--- config.mk ---
export PLATFORM = sky130hd
export DESIGN_NAME = grid_scanner_flat
export DESIGN_NICKNAME = d
export VERILOG_FILES = /design/src/rtl/grid_scanner_if.sv /design/src/rtl/grid_scanner.sv /design/src/flat_wrapper.sv
export SDC_FILE = /design/constraint.sdc
export NUM_CORES = 1
export LEC_CHECK = 0
export CAP_MARGIN = 20
export CORE_ASPECT_RATIO = 1.75
export CORE_MARGIN = 3
export CORE_UTILIZATION = 52
export CTS_CLUSTER_DIAMETER = 60
export DETAILED_ROUTE_END_ITERATION = 10
export GPL_ROUTABILITY_DRIVEN = 1
export PLACE_DENSITY = 0.8
export SLEW_MARGIN = 40
export SYNTH_ARGS = -nofsm -noshare
export SYNTH_HDL_FRONTEND = slang
export SYNTH_SLANG_ARGS = --single-unit
--- constraint.sdc ---
create_clock -name clk -period 2.49 [get_ports clk]
set_input_delay 0.747 -clock clk [delete_from_list [all_inputs] [get_ports clk]]
set_output_delay 0.747 -clock clk [all_outputs]
set_load 0.02 [all_outputs]
--- src/rtl/grid_scanner_if.sv ---
// grid_scanner_if: bus between the Life engine/board side and the grid scanner.
// Optional live_count signal present when GRID_SCANNER_POPCOUNT_EN is defined.
interface grid_scanner_if;
    logic        en;
    logic [63:0] grid_in;
    logic [7:0]  row_sel;
    logic [7:0]  col_data;
    logic        frame_done;
    logic        gen_step;
`ifdef GRID_SCANNER_POPCOUNT_EN
    logic [6:0]  live_count;

    modport master (
        output en, grid_in,
        input  row_sel, col_data, frame_done, gen_step, live_count
    );
    modport slave (
        input  en, grid_in,
        output row_sel, col_data, frame_done, gen_step, live_count
    );
`else
    modport master (
        output en, grid_in,
        input  row_sel, col_data, frame_done, gen_step
    );
    modport slave (
        input  en, grid_in,
        output row_sel, col_data, frame_done, gen_step
    );
`endif
endinterface

--- src/rtl/grid_scanner.sv ---
// grid_scanner: snapshots a 64-bit Life grid per frame and row-multiplexes it
// onto an 8x8 LED matrix. Optional macro GRID_SCANNER_POPCOUNT_EN adds live_count.
module grid_scanner #(
    parameter int ROW_CYCLES     = 1000,
    parameter int BLANK_CYCLES   = 16,
    parameter int FRAMES_PER_GEN = 30
) (
    input  logic          clk,
    input  logic          flopreset,
    grid_scanner_if.slave bus
);

    localparam int CMAX = (ROW_CYCLES > BLANK_CYCLES) ? ROW_CYCLES : BLANK_CYCLES;
    localparam int CW   = (CMAX > 1) ? $clog2(CMAX) : 1;
    localparam int FW   = (FRAMES_PER_GEN > 1) ? $clog2(FRAMES_PER_GEN) : 1;

    localparam logic [CW-1:0] ROW_LAST   = CW'(ROW_CYCLES - 1);
    localparam logic [CW-1:0] BLANK_LAST = CW'((BLANK_CYCLES > 0) ? BLANK_CYCLES - 1 : 0);
    localparam logic [FW-1:0] FRAME_LAST = FW'(FRAMES_PER_GEN - 1);

    typedef enum logic [1:0] {
        LOAD  = 2'd0,
        BLANK = 2'd1,
        SHOW  = 2'd2
    } state_t;

    // With no blanking configured a row is entered directly in SHOW.
    localparam state_t ROW_ENTRY = (BLANK_CYCLES > 0) ? BLANK : SHOW;

    state_t        r_state,      w_state;
    logic [63:0]   r_snapshot,   w_snapshot;
    logic [2:0]    r_row_idx,    w_row_idx;
    logic [CW-1:0] r_cycle_cnt,  w_cycle_cnt;
    logic [FW-1:0] r_frame_cnt,  w_frame_cnt;
    logic          r_first,      w_first;
    logic [7:0]    r_row_sel,    w_row_sel;
    logic [7:0]    r_col_data,   w_col_data;
    logic          r_frame_done, w_frame_done;
    logic          r_gen_step,   w_gen_step;

    // Next-state and next-output logic; outputs are derived from the next state
    // so the registered drive lines up with the state they belong to.
    always_comb begin
        w_state     = r_state;
        w_snapshot  = r_snapshot;
        w_row_idx   = r_row_idx;
        w_cycle_cnt = r_cycle_cnt;
        w_frame_cnt = r_frame_cnt;
        w_first     = r_first;

        if (!bus.en) begin
            w_state     = LOAD;
            w_row_idx   = '0;
            w_cycle_cnt = '0;
            w_frame_cnt = '0;
            w_first     = 1'b1;
        end else begin
            unique case (r_state)
                LOAD: begin
                    w_snapshot  = bus.grid_in;
                    w_row_idx   = '0;
                    w_cycle_cnt = '0;
                    w_first     = 1'b0;
                    // The first LOAD after reset/enable closes no frame.
                    if (!r_first) begin
                        if (r_frame_cnt == FRAME_LAST)
                            w_frame_cnt = '0;
                        else
                            w_frame_cnt = r_frame_cnt + 1'b1;
                    end
                    w_state = ROW_ENTRY;
                end
                BLANK: begin
                    if (r_cycle_cnt == BLANK_LAST) begin
                        w_cycle_cnt = '0;
                        w_state     = SHOW;
                    end else begin
                        w_cycle_cnt = r_cycle_cnt + 1'b1;
                    end
                end
                SHOW: begin
                    if (r_cycle_cnt == ROW_LAST) begin
                        w_cycle_cnt = '0;
                        if (r_row_idx == 3'd7) begin
                            w_state = LOAD;
                        end else begin
                            w_row_idx = r_row_idx + 3'd1;
                            w_state   = ROW_ENTRY;
                        end
                    end else begin
                        w_cycle_cnt = r_cycle_cnt + 1'b1;
                    end
                end
                default: w_state = LOAD;
            endcase
        end

        w_row_sel    = '0;
        w_col_data   = '0;
        w_frame_done = 1'b0;
        w_gen_step   = 1'b0;
        if (w_state == SHOW) begin
            w_row_sel  = 8'h01 << w_row_idx;
            w_col_data = w_snapshot[{w_row_idx, 3'b000} +: 8];
        end
        if ((w_state == LOAD) && !w_first) begin
            w_frame_done = 1'b1;
            w_gen_step   = (w_frame_cnt == FRAME_LAST);
        end
    end

    // State and output registers with synchronous reset.
    always_ff @(posedge clk) begin
        if (flopreset) begin
            r_state      <= LOAD;
            r_snapshot   <= '0;
            r_row_idx    <= '0;
            r_cycle_cnt  <= '0;
            r_frame_cnt  <= '0;
            r_first      <= 1'b1;
            r_row_sel    <= '0;
            r_col_data   <= '0;
            r_frame_done <= 1'b0;
            r_gen_step   <= 1'b0;
        end else begin
            r_state      <= w_state;
            r_snapshot   <= w_snapshot;
            r_row_idx    <= w_row_idx;
            r_cycle_cnt  <= w_cycle_cnt;
            r_frame_cnt  <= w_frame_cnt;
            r_first      <= w_first;
            r_row_sel    <= w_row_sel;
            r_col_data   <= w_col_data;
            r_frame_done <= w_frame_done;
            r_gen_step   <= w_gen_step;
        end
    end

    assign bus.row_sel    = r_row_sel;
    assign bus.col_data   = r_col_data;
    assign bus.frame_done = r_frame_done;
    assign bus.gen_step   = r_gen_step;

`ifdef GRID_SCANNER_POPCOUNT_EN
    logic [6:0] r_live_count;

    function automatic logic [6:0] popcnt64(input logic [63:0] v);
        logic [6:0] n;
        n = '0;
        for (int i = 0; i < 64; i++)
            n = n + {6'd0, v[i]};
        return n;
    endfunction

    // Count is captured alongside the snapshot, so it tracks the shown grid.
    always_ff @(posedge clk) begin
        if (flopreset)
            r_live_count <= '0;
        else if ((r_state == LOAD) && bus.en)
            r_live_count <= popcnt64(bus.grid_in);
    end

    assign bus.live_count = r_live_count;
`endif

endmodule

--- src/flat_wrapper.sv ---
// flat-port wrapper written by rule: the top's interface ports become plain ports
module grid_scanner_flat 
#(
    parameter int ROW_CYCLES     = 1000,
    parameter int BLANK_CYCLES   = 16,
    parameter int FRAMES_PER_GEN = 30
)
  (clk, flopreset, bus_en, bus_grid_in, bus_row_sel, bus_col_data, bus_frame_done, bus_gen_step);
  grid_scanner_if bus_i ();
  input  logic clk;
  input  logic flopreset;
  input wire logic [$bits(bus_i.en)-1:0] bus_en;
  input wire logic [$bits(bus_i.grid_in)-1:0] bus_grid_in;
  output wire logic [$bits(bus_i.row_sel)-1:0] bus_row_sel;
  output wire logic [$bits(bus_i.col_data)-1:0] bus_col_data;
  output wire logic [$bits(bus_i.frame_done)-1:0] bus_frame_done;
  output wire logic [$bits(bus_i.gen_step)-1:0] bus_gen_step;
  assign bus_i.en = bus_en;
  assign bus_i.grid_in = bus_grid_in;
  assign bus_row_sel = bus_i.row_sel;
  assign bus_col_data = bus_i.col_data;
  assign bus_frame_done = bus_i.frame_done;
  assign bus_gen_step = bus_i.gen_step;
  grid_scanner #(.ROW_CYCLES(ROW_CYCLES), .BLANK_CYCLES(BLANK_CYCLES), .FRAMES_PER_GEN(FRAMES_PER_GEN)) u_core (.clk(clk), .flopreset(flopreset), .bus(bus_i));
endmodule
* Word level (Yosys, flattened, before mapping)
Cells that the tools add are included.
** Word-level totals
- Flip-flop bits (word level) :: 103
- Input port bits :: 67
- Output and inout bits :: 18
- Word-level logic and storage cells :: 55
** Operators by class
- Add/sub/neg operators :: 3
- Equal/unequal tests :: 8
- Shift operators :: 2
- Multiplexer cells :: 21
- Bitwise logic cells :: 3
- Reductions and logical operators :: 8
** Operators with widths (number)
- $mux 64 :: 2
- $shiftx 64x7->8 :: 1
- $pmux 10 s3 :: 1
- $mux 10 :: 2
- $mux 5 :: 4
- $add 10x1->10 const B :: 1
- $eq 10x10->1 const B :: 1
- $eq 10x4->1 const B :: 1
- $eq 5x5->1 const B :: 2
- $mux 3 :: 3
- $shl 1x3->8 const A :: 1
- $mux 2 :: 3
- $pmux 2 s3 :: 1
- $pmux 3 s2 :: 1
- $reduce_or 2->1 :: 3
- $add 5x1->5 const B :: 1
- $eq 2x2->1 const B :: 2
- $logic_not 2->1 :: 2
- $mux 1 :: 4
- $add 3x1->3 const B :: 1
- $eq 3x3->1 const B :: 1
- $not 1->1 :: 3
- $reduce_bool 3->1 :: 1
- $eq 2x1->1 const B :: 1
- 2 further kinds :: 2

* Logic depth before layout (Yosys ltp)
Gate-level depths: netlist (run 1).
- Depth after elaboration :: 9
- Mapped depth :: 10
- Gate-level depth less buffers :: 8

* Worst setup path before layout (run 1)
OpenSTA, ideal clock, no wires.
- Kind :: register to register
- Start :: register u_core.r_state[0]
- End :: register u_core.r_col_data[0], in the netlist u_core.bus.col_data[0]
- Setup time :: 0.139 ns
- Data arrival time :: 2.162 ns
- Required time :: 2.351 ns
- Path slack :: 0.188 ns
- Stages on the path, launching flop included :: 10
- Buffers on the path :: 1
- Clock period less this slack :: 2.302 ns
- Cells stage by stage :: dfxtp_1 > inv_1 > ha_1 > a21bo_2 > nor4_4 > buf_6 > mux2i_2 > o22ai_1 > a2111oi_0 > a211oi_1
** On the way
- Word-level cells in the longest chain between the ends :: 6
- Elaborated cells between the ends (all ways) :: 15
- Those cells by class :: 3 x eq/ne; 1 x shift; 8 x mux; 1 x bitwise; 2 x reduce/logical
** Ends and longest elaborated chain
- start, declared :: line grid_scanner.sv:30 : state_t r_state, w_state;
- start signal, assigned :: line grid_scanner.sv:126 : r_state <= w_state;
- parallel branches: the longest is 6 deep, another holds $shiftx 64x7->8
- end signal, assigned :: line grid_scanner.sv:133 : r_col_data <= w_col_data;
- end, declared :: line grid_scanner.sv:37 : logic [7:0] r_col_data, w_col_data;
Parallel ways; which one is timed is not known.
A chain may end at the register's enable or synchronous reset.

* Worst setup path after layout (run 1)
- Start :: register u_core.r_cycle_cnt[1]
- End :: register u_core.r_col_data[3], in the netlist u_core.bus.col_data[3]
** On the way
- Word-level cells in the longest chain between the ends :: 7
- Elaborated cells between the ends (all ways) :: 13
- Those cells by class :: 3 x eq/ne; 1 x shift; 7 x mux; 1 x bitwise; 1 x reduce/logical
** Ends and longest elaborated chain
- start, declared :: line grid_scanner.sv:33 : logic [CW-1:0] r_cycle_cnt, w_cycle_cnt;
- start signal, assigned :: line grid_scanner.sv:129 : r_cycle_cnt <= w_cycle_cnt;
- parallel branches: the longest is 7 deep, another holds $shiftx 64x7->8
Parallel ways; which one is timed is not known.

==> impl_metrics.tcl, run 1 <==
set metrics [dict create \
    status "finished clean" \
    max_cap_violations 0 \
    viasPerCell 5.52 \
    rsz0062_at_grt "false" \
    hold_path_class "reg2reg" \
    irDropWorstVdd_v 0.000441 \
    grt_antenna_before_repair 0 \
    grt_pass1_vias 4263 \
    min-delay-start "u_core.r_snapshot[1]" \
    postPlaceCellArea_sq_mm 0.00580 \
    power_density_mw_per_mm2 578 \
    crit_type "reg2reg" \
    max_freq_mhz 421 \
    die_area_sq_mm 0.00984 \
    final_util 0.750 \
    fin_area_sq_mm 0.00627 \
    core_sq_mm 0.00837 \
    worst_slew_pin_slew_ns 0.624 \
    ys_seq_area_frac 0.459 \
    async_flop_share 0 \
    cts_tree "done" \
    finalHoldViolCount 0 \
    synth_area_leaders "dfxtp_1 (46%), mux2i_1 (14%), nor2_1 (7.9%), o22ai_1 (2.8%), ha_1 (2.5%)" \
    dp_hpwl_um 9020 \
    synth_warnings 0 \
    overflow 0 \
    placement.io_buffers 84 \
    drc_errors 0 \
    grt_pass1_wl_um 19800 \
    ys_types 55 \
    setup-tns-final_ns 0 \
    p_leak_nw 2.52 \
    cp_data_arrival_time_ns 2.63 \
    skew_ns 0.00361 \
    drive_above_1_share 0.179 \
    worst-path-max-fanout 9 \
    rr_worst_depth 10 \
    nFillCells 584 \
    maxSlewHeadroom 0.580 \
    routedWlPerCell_um 17.0 \
    hold_depth 2 \
    drtIter0Drc 292 \
    fin_hold_ws_ns 0.469 \
    fp-row-count 44 \
    pre_cts_slack_ns -0.375 \
    critPathLaunchType "register" \
    synthCells 492 \
    yosysMostFrequentCell "dfxtp_1" \
    wl_um 12700 \
    fin_crit_ns 2.38 \
    r2r_start "u_core.r_cycle_cnt[1]" \
    cts_made_buffers 9 \
    diodes 0 \
    area_growth_pct 39.5 \
    syn_area_sq_mm 0.00450 \
    min_to "u_core.r_snapshot[1]" \
    htreeDepth 3 \
    synth_nets 568 \
    r2r_end "u_core.bus.col_data[3]" \
    cp_data_required_time_ns 2.75 \
    clkTransAtPathRegs_ns 0.07 \
    r2r_setup_slack_ns 0.11 \
    cp-end-kind "register" \
    setup_viol 0 \
    grt_max_degree 57 \
    ant_nets 0 \
    period_share 0.954 \
    final_nets 703 \
    num_vias 4120 \
    ctsRootBufferMaster "clkbuf_16" \
    grt.total_usage 0.254 \
    fin_ws_ns 0.114 \
    ys_seq_elements 103 \
    maxSlewViolCount 0 \
    yosys.area.top_type "dfxtp_1" \
    clockBufferDepth 2 \
    postSynthAreaPerCell_sq_um 9.14 \
    die_x_um 76.3 \
    finalPower_mw 3.63 \
    die_h_um 129 \
    synth_edf_count 0 \
    synthTopCellsByCount "dfxtp_1 (103), nor2_1 (95), mux2i_1 (62)" \
    post_layout_nonfiller_instances 747 \
    clkLatencyLatePin_ns 0.34 \
    synth_top_flop_cell "dfxtp_1" \
    start_util 0.537 \
    synth_top_area_frac 0.459 \
    first_pass_iters 4 \
    cts.sinks 103 \
    placedCellCount 723 \
    place.gp.congestion 0.883 \
    io_pins 85 \
]
cell usage in the layout, fill, tap and decap left out, types with 3 or more instances in the layout:
cell type          n
dfxtp_1          100
nor2_1            93
clkdlybuf4s50_1   82
mux2i_1           61
buf_4             61
nand2_1           27
nor3_1            22
a21oi_1           20
o22ai_1           19
o21ai_0           14
nand3_1            9
clkbuf_16          9
inv_1              8
ha_1               8
nand2b_1           6
xnor2_1            5
nor2b_1            4
o31ai_1            3
o21a_1             3
a2111oi_2          3
a211oi_1           3
clkinv_4           3
buf_6              3
dfxtp_2            3
metal layers:
metal | wire, um | GRT usage
met4 | 478 | 0.148
met2 | 6930 | 0.472
met1 | 4720 | 0.262
met3 | 572 | 0.0525
met5 | 0 | 0
power by group:
part | internal (mW) | switching (mW)
clock | 0.781 | 0.621
sequential | 1.71 | 0.0225
combinational | 0.269 | 0.217
layout make-up:
type	instances	area, sq um	area share
timing repair buffer	149	1350	0.215
inverter	8	30.0	0.00479
multi-input combinational	356	2380	0.380
clock inverter	7	73.8	0.0118
tap	115	144	0.0229
clock buffer	9	225	0.0359
sequential	103	2070	0.329
state kept, by name, summed over array words and instances, names as in the netlist:
| signal | cells |
|---|---|
| u_core.r_snapshot | 64 |
| u_core.r_cycle_cnt | 10 |
| u_core.bus.col_data | 8 |
| u_core.bus.row_sel | 8 |
| u_core.r_frame_cnt | 5 |
| u_core.r_row_idx | 3 |
| u_core.r_state | 2 |
| u_core.bus.frame_done | 1 |
| u_core.bus.gen_step | 1 |
| u_core.r_first | 1 |
worst max-delay path by stage:
stage | startpoint | end | slack (ns) | cells past startpoint
global placement | bus_en | u_core.bus.col_data[1] | -0.35 | 6
finish | u_core.r_cycle_cnt[1] | u_core.bus.col_data[3] | 0.11 | 10
detailed placement | bus_en | u_core.bus.col_data[0] | -0.38 | 7
floorplan | u_core.r_state[0] | u_core.bus.col_data[0] | 0.19 | 9
CTS | bus_en | u_core.bus.col_data[0] | 0.02 | 7
global route | u_core.r_cycle_cnt[5] | u_core.r_cycle_cnt[4] | 0.004 | 5
logic make-up after synthesis:
logic type | Yosys count | synth area share
AOI/OAI and AO/OA | 84 | 0.119
xor gates and xnor gates | 7 | 0.0136
adders and majority gates | 9 | 0.0250
buffers and inverters | 34 | 0.0351
DFF | 103 | 0.459
muxes | 66 | 0.150
and+or+nand+nor | 189 | 0.198
critical path, cell delays in order, from the launching register on:
cell	delay, ns
dfxtp_1	0.40
ha_4	0.17
nand3b_4	0.11
nor4_4	0.31
buf_6	0.18
buf_6	0.14
mux2_4	0.37
buf_4	0.20
a21oi_1	0.16
nor3_1	0.09
nor3_1	0.16
repair_timing:
item | CTS | global route
pin swaps | 1 | 4
gates resized for setup | 6 | 22
buffers inserted | 2 | 5
cloned | 0 | 1
hold buffers | 0 | 0
endpoints found under the hold margin | 0 | 0
endpoints found under the setup margin | 4 | 18
Power figures use the tool's default switching activity.
==> run 2, diff against run 1 <==
--- a/config.mk
+++ b/config.mk
@@ -13,6 +13,7 @@
 export DETAILED_ROUTE_END_ITERATION = 10
 export GPL_ROUTABILITY_DRIVEN = 1
 export PLACE_DENSITY = 0.8
+export REMOVE_ABC_BUFFERS = 1
 export SLEW_MARGIN = 40
 export SYNTH_ARGS = -nofsm -noshare
 export SYNTH_HDL_FRONTEND = slang
==> run 2 against run 1 <==
Net effect:
- register-to-register slack lost 0.04 ns
- core utilization grew 1.6 points
- non-clock buffer count grew 25
- clock power grew 4%
- die area is the same
- cell count grew 2.9%
- critical endpoint is now u_core.bus.col_data[2]
- largest power group unchanged
==> impl_metrics.tcl, run 2 (synthesis results as in run 1) <==
set metrics [dict create \
    status "finished clean" \
    finalPower_mw 3.71 \
    largest_reg_flops 64 \
    clkLatencyLatePin_ns 0.35 \
    final_nets 727 \
    seq_area_sq_mm 0.00206 \
    layout_common_cells "dfxtp_1 (102), nor2_1 (94), buf_4 (88)" \
    clkTransAtPathRegs_ns 0.06 \
    ctsRootBufferMaster "clkbuf_16" \
    worst_slew_pin_slew_ns 0.677 \
    min_to "u_core.r_snapshot[0]" \
    die_area_sq_mm 0.00984 \
    hold_depth 2 \
    grt.total_usage 0.268 \
    start_util 0.537 \
    cp-end-kind "register" \
    multi_input_area_sq_mm 0.00233 \
    routedWlPerCell_um 17.0 \
    min-delay-start "u_core.r_snapshot[0]" \
    placement.io_buffers 84 \
    io_pins 85 \
    fp-row-count 44 \
    crit_type "reg2reg" \
    p_leak_nw 2.63 \
    fin_crit_ns 2.42 \
    htreeDepth 3 \
    area_growth_pct 42.5 \
    first_pass_iters 5 \
    grt_pass1_vias 4390 \
    die_h_um 129 \
    finalHoldViolCount 0 \
    grt_pass1_wl_um 20800 \
    r2r_start "u_core.r_cycle_cnt[1]" \
    rr_worst_depth 9 \
    irDropWorstVdd_v 0.000456 \
    cts_made_buffers 9 \
    num_vias 4297 \
    period_share 0.972 \
    place.gp.congestion 0.988 \
    cts_tree "done" \
    viasPerCell 5.59 \
    hold_path_class "reg2reg" \
    maxSlewHeadroom 0.545 \
    grt_max_degree 36 \
    wl_um 13100 \
    cpMostUsedCell "buf_4" \
    largest_registers "u_core.r_snapshot (64), u_core.r_cycle_cnt (10)" \
    ant_nets 0 \
    grt_antenna_before_repair 0 \
    fin_hold_ws_ns 0.461 \
    worst-path-max-fanout 10 \
    cp_data_arrival_time_ns 2.65 \
    drive_above_1_share 0.199 \
    r2r_setup_slack_ns 0.07 \
    drtIter0Drc 301 \
    rsz0062_at_grt "true" \
    skew_ns 0.00620 \
    overflow 0 \
    cp_data_required_time_ns 2.72 \
    power_density_mw_per_mm2 578 \
    cts.sinks 103 \
    critPathLaunchType "register" \
    slowest_delay_ns 0.43 \
    dp_hpwl_um 9300 \
    top_register "u_core.r_snapshot" \
    setup_viol 0 \
    r2r_end "u_core.bus.col_data[2]" \
    die_x_um 76.3 \
    critical_path.cell_chain "ha_2 > nand3b_4 > nor4_4 > buf_4 > mux2_4 > nor2_1 > a2111oi_0 > buf_4 > a211oi_1" \
    max_cap_violations 0 \
    final_common_cell "dfxtp_1" \
    max_freq_mhz 413 \
    cp_slowest_cell "nor4_4" \
    core_sq_mm 0.00837 \
    nFillCells 578 \
    drc_errors 0 \
    maxSlewViolCount 0 \
    clockBufferDepth 2 \
    diodes 0 \
]
[run 2: changes by cell type in the layout (fill, tap and decap cells not counted), moves of 2 or more]
cell / change
clkinv_4: -3
buf_6: -3
dfxtp_1: +2
mux2i_4: -2
dfxtp_2: -2
buf_4: +27
[run 2: layout make-up]
| class | count | share of cell area |
|---|---|---|
| inverter | 8 | 0.00469 |
| timing repair buffer | 174 | 0.240 |
| multi-input combinational | 355 | 0.364 |
| sequential | 103 | 0.322 |
| clock inverter | 4 | 0.0113 |
| tap | 115 | 0.0225 |
| clock buffer | 10 | 0.0357 |
[run 2: how the worst max path moves through the flow]
stage / from / to / cells after the start
4_1_cts: u_core.r_state[0] / u_core.bus.col_data[5] / 10
6_report: u_core.r_cycle_cnt[1] / u_core.bus.col_data[2] / 9
3_5_place_dp: bus_en / u_core.bus.col_data[3] / 8
3_3_place_gp: bus_en / u_core.bus.col_data[5] / 8
5_1_grt: u_core.r_state[0] / u_core.bus.col_data[0] / 10
2_1_floorplan: bus_en / u_core.bus.col_data[6] / 6
[run 2: power breakdown]
group / switching, mW / internal, mW
registers: 0.0220 / 1.72
logic: 0.228 / 0.287
clock network: 0.585 / 0.867
total: 0.835 / 2.87
[run 2: worst max-delay path, delay by kind of cell, from the launching register on]
kind,cells,cell delay [ns]
compound gates,2,0.46
fa+ha+maj,1,0.22
buf+inv,2,0.41
flops,1,0.36
mux,1,0.26
simple gates,3,0.59
[run 2: layer usage]
metal | GRT usage | routed length (um) | vias up
met2 | 0.510 | 7180 | 179
li1 | - | - | 2040
met4 | 0.160 | 580 | 0
met5 | 0 | 0 | -
met3 | 0.0525 | 701 | 48
met1 | 0.266 | 4620 | 2030
[run 2: through the flow]
stage | std cells | cell area (sq um) | utilization | worst slack, ns | TNS [ns]
after detailed placement | 752 | 6030 | 0.720 | -0.396 | -4.89
final | 769 | 6410 | 0.766 | 0.0706 | 0
after global placement | 752 | 6030 | 0.720 | -0.312 | -3.64
after CTS | 768 | 6350 | 0.759 | 0.00226 | 0
after floorplan | 466 | 4370 | - | -2.42 | -133.50
after global routing | 769 | 6410 | 0.766 | -0.102 | -0.215
[run 2: timing repair]
action | CTS | global route
endpoints found under the setup margin | 6 | 16
buffers inserted | 2 | 1
hold buffers | 0 | 0
pin swaps | 2 | 3
gates resized for setup | 4 | 12
